<file path="src/rtl/fetch_pkg.sv">
// Shared types and constants for the instruction-fetch stage.
// Holds the FSM state encoding, reset/step defaults and the buffered slot type.
// Imported by fetch and fetch_skid_buf.
package fetch_pkg;

   typedef enum logic [1:0] {
      FETCH_IDLE  = 2'd0,
      FETCH_ISSUE = 2'd1,
      FETCH_WAIT  = 2'd2,
      FETCH_HOLD  = 2'd3
   } fetch_state_e;

   localparam logic [31:0] RESET_PC_DEFAULT = 32'h8002_0000;
   localparam logic [31:0] PC_STEP_DEFAULT  = 32'd4;
   localparam logic [31:0] INSN_NOP         = 32'h0000_0000;

   // One fetched instruction together with the address it came from.
   typedef struct packed {
      logic [31:0] insn;
      logic [31:0] pc;
   } fetch_slot_t;

   // Word-align a fetch target. The interface numbers bits MSB-first, so its
   // two ignored bits [30:31] are the two least-significant bits here.
   function automatic logic [31:0] align_pc(input logic [31:0] a);
      return a & 32'hFFFF_FFFC;
   endfunction

endpackage

</file>
<file path="src/rtl/fetch_skid_buf.sv">
// One-entry {insn,pc} holding buffer used when a response arrives while decode is stalled.
// Latency: loaded value visible the cycle after load; full flag registered.
// Backpressure: none of its own; clear beats load beats unload.
module fetch_skid_buf
   import fetch_pkg::*;
(
   input  logic        clock,
   input  logic        reset_n,
   input  logic        load,
   input  logic        unload,
   input  logic        clear,
   input  fetch_slot_t in_dat,
   output fetch_slot_t out_dat,
   output logic        full
);

   fetch_slot_t slot_q, slot_d;
   logic        full_q, full_d;

   // Next contents: a redirect clear wins, otherwise capture or release the slot.
   always_comb begin
      slot_d = slot_q;
      full_d = full_q;
      if (clear) begin
         full_d = 1'b0;
      end else if (load) begin
         slot_d = in_dat;
         full_d = 1'b1;
      end else if (unload) begin
         full_d = 1'b0;
      end
   end

   // Slot storage and occupancy flag.
   always_ff @(posedge clock or negedge reset_n) begin
      if (!reset_n) begin
         slot_q <= '{insn: INSN_NOP, pc: 32'h0};
         full_q <= 1'b0;
      end else begin
         slot_q <= slot_d;
         full_q <= full_d;
      end
   end

   assign out_dat = slot_q;
   assign full    = full_q;

endmodule

</file>
<file path="src/rtl/fetch.sv">
// Instruction-fetch stage: holds the fetch PC, issues one word read at a time, registers insn/pc to decode.
// Latency: request accepted cycle N, rvalid cycle N+k, insn_valid high cycle N+k+1.
// Backpressure: stall freezes insn/pc/insn_valid; a response arriving under stall parks in a 1-entry buffer.
module fetch
   import fetch_pkg::*;
#(
   parameter logic [31:0] RESET_PC = RESET_PC_DEFAULT,
   parameter logic [31:0] PC_STEP  = PC_STEP_DEFAULT
) (
   input  logic        clock,
   input  logic        reset_n,
   input  logic        stall,
   input  logic        redirect,
   input  logic [31:0] redirect_pc,
   output logic        imem_req,
   output logic [31:0] imem_addr,
   input  logic        imem_ready,
   input  logic        imem_rvalid,
   input  logic [31:0] imem_rdata,
   output logic [31:0] insn,
   output logic [31:0] pc,
   output logic        insn_valid
);

   fetch_state_e state_q, state_d;
   logic [31:0]  fetch_pc_q, fetch_pc_d;
   logic [31:0]  req_pc_q, req_pc_d;
   logic [31:0]  insn_q, insn_d;
   logic [31:0]  pc_q, pc_d;
   logic         insn_valid_q, insn_valid_d;
   logic         drop_q, drop_d;

   logic         buf_load, buf_unload, buf_clear, buf_full;
   logic         delivered;
   fetch_slot_t  buf_in, buf_out;

   assign buf_in = '{insn: imem_rdata, pc: req_pc_q};

   fetch_skid_buf u_skid (
      .clock   (clock),
      .reset_n (reset_n),
      .load    (buf_load),
      .unload  (buf_unload),
      .clear   (buf_clear),
      .in_dat  (buf_in),
      .out_dat (buf_out),
      .full    (buf_full)
   );

   // Next-state, PC and decode-output logic; redirect is applied last so it overrides everything.
   always_comb begin
      state_d      = state_q;
      fetch_pc_d   = fetch_pc_q;
      req_pc_d     = req_pc_q;
      insn_d       = insn_q;
      pc_d         = pc_q;
      insn_valid_d = insn_valid_q;
      drop_d       = drop_q;
      buf_load     = 1'b0;
      buf_unload   = 1'b0;
      buf_clear    = 1'b0;
      delivered    = 1'b0;

      case (state_q)
         FETCH_IDLE: begin
            state_d = FETCH_ISSUE;
         end
         FETCH_ISSUE: begin
            if (imem_ready) begin
               req_pc_d   = fetch_pc_q;
               fetch_pc_d = fetch_pc_q + PC_STEP;
               state_d    = FETCH_WAIT;
            end
         end
         FETCH_WAIT: begin
            if (imem_rvalid) begin
               if (drop_q) begin
                  // Wrong-path word from before a redirect: swallow it.
                  drop_d  = 1'b0;
                  state_d = FETCH_ISSUE;
               end else if (!stall) begin
                  insn_d       = imem_rdata;
                  pc_d         = req_pc_q;
                  insn_valid_d = 1'b1;
                  delivered    = 1'b1;
                  state_d      = FETCH_ISSUE;
               end else begin
                  buf_load = 1'b1;
                  state_d  = FETCH_HOLD;
               end
            end
         end
         FETCH_HOLD: begin
            if (!stall) begin
               if (buf_full) begin
                  insn_d       = buf_out.insn;
                  pc_d         = buf_out.pc;
                  insn_valid_d = 1'b1;
                  delivered    = 1'b1;
               end
               buf_unload = 1'b1;
               state_d    = FETCH_ISSUE;
            end
         end
         default: begin
            state_d = FETCH_IDLE;
         end
      endcase

      // Decode consumed the previous slot and nothing new arrived: emit a bubble.
      if (!stall && !delivered) begin
         insn_valid_d = 1'b0;
      end

      if (redirect) begin
         fetch_pc_d   = align_pc(redirect_pc);
         insn_d       = insn_q;
         pc_d         = pc_q;
         insn_valid_d = 1'b0;
         buf_load     = 1'b0;
         buf_unload   = 1'b0;
         buf_clear    = 1'b1;
         case (state_q)
            FETCH_ISSUE: begin
               if (imem_ready) begin
                  // The request just accepted is wrong-path; its response must be dropped.
                  drop_d  = 1'b1;
                  state_d = FETCH_WAIT;
               end else begin
                  state_d = FETCH_ISSUE;
               end
            end
            FETCH_WAIT: begin
               if (imem_rvalid) begin
                  drop_d  = 1'b0;
                  state_d = FETCH_ISSUE;
               end else begin
                  drop_d  = 1'b1;
                  state_d = FETCH_WAIT;
               end
            end
            default: begin
               drop_d  = 1'b0;
               state_d = FETCH_ISSUE;
            end
         endcase
      end
   end

   // State, PC and decode-facing registers.
   always_ff @(posedge clock or negedge reset_n) begin
      if (!reset_n) begin
         state_q      <= FETCH_IDLE;
         fetch_pc_q   <= RESET_PC;
         req_pc_q     <= RESET_PC;
         insn_q       <= INSN_NOP;
         pc_q         <= RESET_PC;
         insn_valid_q <= 1'b0;
         drop_q       <= 1'b0;
      end else begin
         state_q      <= state_d;
         fetch_pc_q   <= fetch_pc_d;
         req_pc_q     <= req_pc_d;
         insn_q       <= insn_d;
         pc_q         <= pc_d;
         insn_valid_q <= insn_valid_d;
         drop_q       <= drop_d;
      end
   end

   assign imem_req   = (state_q == FETCH_ISSUE);
   assign imem_addr  = fetch_pc_q;
   assign insn       = insn_q;
   assign pc         = pc_q;
   assign insn_valid = insn_valid_q;

endmodule

</file>
<file path="config.mk">
export PLATFORM = sky130hd
export DESIGN_NAME = fetch
export DESIGN_NICKNAME = d
export VERILOG_FILES = /design/src/rtl/fetch_pkg.sv /design/src/rtl/fetch_skid_buf.sv /design/src/rtl/fetch.sv
export SDC_FILE = /design/constraint.sdc
export NUM_CORES = 1
export LEC_CHECK = 0
export CORE_MARGIN = 4
export CORE_UTILIZATION = 35
export DETAILED_ROUTE_END_ITERATION = 10
export SLEW_MARGIN = 15
export SYNTH_ARGS = -nofsm -noshare
export SYNTH_HDL_FRONTEND = slang
export SYNTH_SLANG_ARGS = --single-unit
</file>
<file path="constraint.sdc">
create_clock -name clock -period 2.93 [get_ports clock]
set_clock_uncertainty 0.1 [all_clocks]
set_input_delay 0.586 -clock clock [delete_from_list [all_inputs] [get_ports clock]]
set_output_delay 0.586 -clock clock [all_outputs]
set_load 0.005 [all_outputs]
</file>
==> key figures <==
Floorplan
  • Row cnt: 56
  • Core area: 0.0235 mm^2
  • Die ar.: 0.0266 mm^2
  • IO Count: 168
  • Starting Density: 0.358
  • Die Width: ~160 um
  • Chip height: 163 um

Run status
  • Status: completed

Power
  • Sequential power share: 0.436
  • Power Density: 899 mW/mm^2
  • Power Internal: 6880 uW
  • Max VDD drop: 0.336 mV
  • Pwr Total: 9880 uW
  • Clock Power Share: 0.236
  • Sw power: 2990 uW
  • Gate power share: 0.327
  • Sw frac: 0.303
  • Leakage power: 0.00455 uW

Setup path
  • Startpoint types: flop
  • CP cell instances: inv_1 > ha_1 > clkdlybuf4s50_1
  • RR Startpoint: state_q[1]
  • Worst Path Arrival: 1930 ps
  • Crit path buf inv count: 2
  • Worst path slowest cell: clkdlybuf4s50_1
  • Largest stage delay, worst path: 610 ps
  • Worst R2R Path Depth: 6
  • Worst EP required: 2240 ps
  • Worst R2R End: imem_addr[31]
  • Setup Crit Path Kind: flop to output pin
  • Crit-path leading delay family: buffers and inverters
  • Crit path capture type: output pin
  • R2R Setup Slk: 600 ps
  • Crit-path max FO: 9

Routing
  • Antenna viol nets, final: 0
  • DRT iter0 DRCs: about 320
  • Via Count: 5836
  • Post-DR wirelength/cell: 16.0 um
  • Initial DRT Pass Iterations: 4
  • Final WL: between 15000 and 20000 um
  • Via-per-instance ratio: 4.88
  • # DRC: 0

Placed design
  • Detailed placement HPWL: around 13000 um
  • Port bufs: between 150 and 200
  • Area after DPL: roughly 0.010 mm^2
  • Gpl congestion: 0.779

Global route
  • Largest net degree at the start of global routing: 91
  • Initial antenna violation count: 0
  • Number of global-route vias before repair: 5796
  • Gr usage total: 0.148
  • First-pass GRT wire length: approximately 31000 um
  • Grt ovf: 0

Yosys
  • Avg Inst Size Synth: 11.8 um^2
  • Seq/Total Area, Yosys: 0.562
  • Yosys cell types: 47
  • Yosys Warn Count: 0
  • Post-synth EDFFs: 0
  • Post-Syn Area: 0.00843 mm^2
  • Ys async rst share: 1.00
  • Dominant synthesized flop cell: dfrtp_1
  • Cells after Synth: 715
  • #FFs+latches synth: 189

Clocking
  • Hold_buf cts: 0
  • H-tree depth: 4
  • CTS Buffer Depth: 2
  • CTS Sinks: 189
  • CTS root buffer: clkbuf_16
  • Post-CTS setup buffer count: 0
  • CTS tree: built
  • Clock slew at the register clock pins of the worst setup and hold paths: 70 ps
  • Cts repair resizes: 0
  • CTS buffer count: 17
  • Clk_lat worst skew: 430 ps

Final layout
  • Fill cells: ~2.2k
  • Share of cells above drive strength 1: 0.170
  • Design area: between 0.01 and 0.015 mm^2
  • Area growth syn-to-layout: 30.4%
  • Fin nets: 941
  • Diodes inserted: 0

Timing
  • Top achievable clock speed: about 380 MHz
  • Fin crit period: 2610 ps
  • RSZ-0062 raised after global routing: false
  • Setup TNS: 0 ps
  • Hold Worst Slack: about 30 ps
  • Crit share post-route: 0.891
  • Final Hold Fails: 0
  • Finish-stage setup viols: 0
  • Max Slew Vio Count: 0

Run
  • Max Cap Violations: 0

Min path
  • Worst min-delay path class: input port to async pin
worst reg2reg max path, cell delays in order, from the launching register on:
cell and delay (ps):
dfrtp_1 460, inv_1 110, ha_1 340, and4_1 340, nand4_4 230, or4_1 530
a31oi_1 170
kinds of logic (layout without fill, tap and decap cells):
logic type      count (synthesis)  count (layout)  share of synthesized area
compound gates                121             121                     0.0843
xor+xnor                       14              14                     0.0146
fa+ha+maj                       6               6                    0.00891
buf+inv                        55             215                     0.0312
flops                         189             189                      0.562
mux                           153             153                      0.195
other cells                     1               4                   0.000445
simple gates                  176             176                      0.103
placed cells by master, fill, tap and decap left out, drive strengths merged, types with 3 or more instances in the layout:
cell	synthesis	layout
a21oi	63	63
a31oi	13	13
and4	6	6
buf	24	16
clkbuf	25	19
clkdlybuf4s50	0	160
clkinv	0	5
conb	1	4
dfrtp	183	183
dfstp	6	6
ha	6	6
inv	6	11
mux2	90	90
mux2i	63	63
nand2	33	33
nand2b	5	5
nand3	13	13
nand4	12	12
nor2	81	81
nor2b	3	3
nor3	4	4
o21ai	23	23
o31ai	10	10
or4	11	11
xnor2	6	6
xor2	8	8
registers in the layout, indices dropped and copies added (netlist names):
signal	cells
state_q	2
insn	32
drop_q	1
req_pc_q	30
pc	30
u_skid.out_dat	62
insn_valid	1
imem_addr	30
u_skid.full	1
Yosys cell counts (all sizes together) (2+ instances only):
master | count | area, um^2
a21oi | 63 | 315
a311o | 2 | 20.0
a31oi | 13 | 81.3
a32oi | 2 | 17.5
and4 | 6 | 53.8
buf | 24 | 145
clkbuf | 25 | 95.1
dfrtp | 183 | 4580
dfstp | 6 | 158
ha | 6 | 75.1
inv | 6 | 22.5
mux2 | 90 | 1010
mux2i | 63 | 631
nand2 | 33 | 124
nand2b | 5 | 31.3
nand3 | 13 | 65.1
nand4 | 12 | 111
nor2 | 81 | 304
nor2b | 3 | 18.8
nor3 | 4 | 25.0
nor4 | 2 | 12.5
o21ai | 23 | 115
o21bai | 2 | 15.0
o31ai | 10 | 75.1
or3 | 2 | 12.5
or4 | 11 | 82.6
xnor2 | 6 | 52.6
xor2 | 8 | 70.1
layer usage:
metal | vias up | GRT usage | wire length [um]
li1 | 2854 | - | -
met1 | 2849 | 0.209 | 9440
met2 | 113 | 0.231 | 8760
met3 | 20 | 0.0331 | 723
met4 | 0 | 0.0446 | 286
met5 | - | 0 | 0
power by group through the flow:
stage	Combinational [uW]	Clock [uW]	Sequential [uW]
3_3_place_gp	3240	0	4330
4_1_cts	3300	2420	4320
6_report	3230	2330	4310
3_5_place_dp	3290	0	4380
5_1_grt	3570	2530	4470
2_1_floorplan	1720	0	4230
layout make-up:
class                   count  area, um^2  area share
inverters                   6        22.5     0.00205
repair buffers            177        1790       0.162
flip-flops and latches    189        4740       0.431
clock inverters            14         160      0.0146
clock buffers              18         429      0.0391
well taps                 319         399      0.0363
multi-input cells         474        3460       0.314
per-stage QoR:
| stage | util | setup slack [ps] | instances |
|---|---|---|---|
| 5_1_grt | 0.467 | 191 | 1197 |
| 2_1_floorplan | - | 813 | 718 |
| 3_3_place_gp | 0.442 | 368 | 1165 |
| 3_5_place_dp | 0.442 | 319 | 1165 |
| 6_report | 0.467 | 318 | 1197 |
| 4_1_cts | 0.467 | 271 | 1197 |
worst max path at each step:
| stage | endpoint | cells past startpoint | slack [ps] | from |
|---|---|---|---|---|
| floorplan | imem_addr[29] | 8 | 810 | state_q[1] |
| global placement | imem_addr[31] | 5 | 370 | imem_ready |
| detailed placement | imem_addr[31] | 5 | 320 | imem_ready |
| CTS | imem_req | 3 | 270 | state_q[1] |
| global route | imem_req | 3 | 190 | state_q[1] |
| finish | imem_req | 3 | 320 | state_q[1] |
Power figures use the tool's default switching activity.
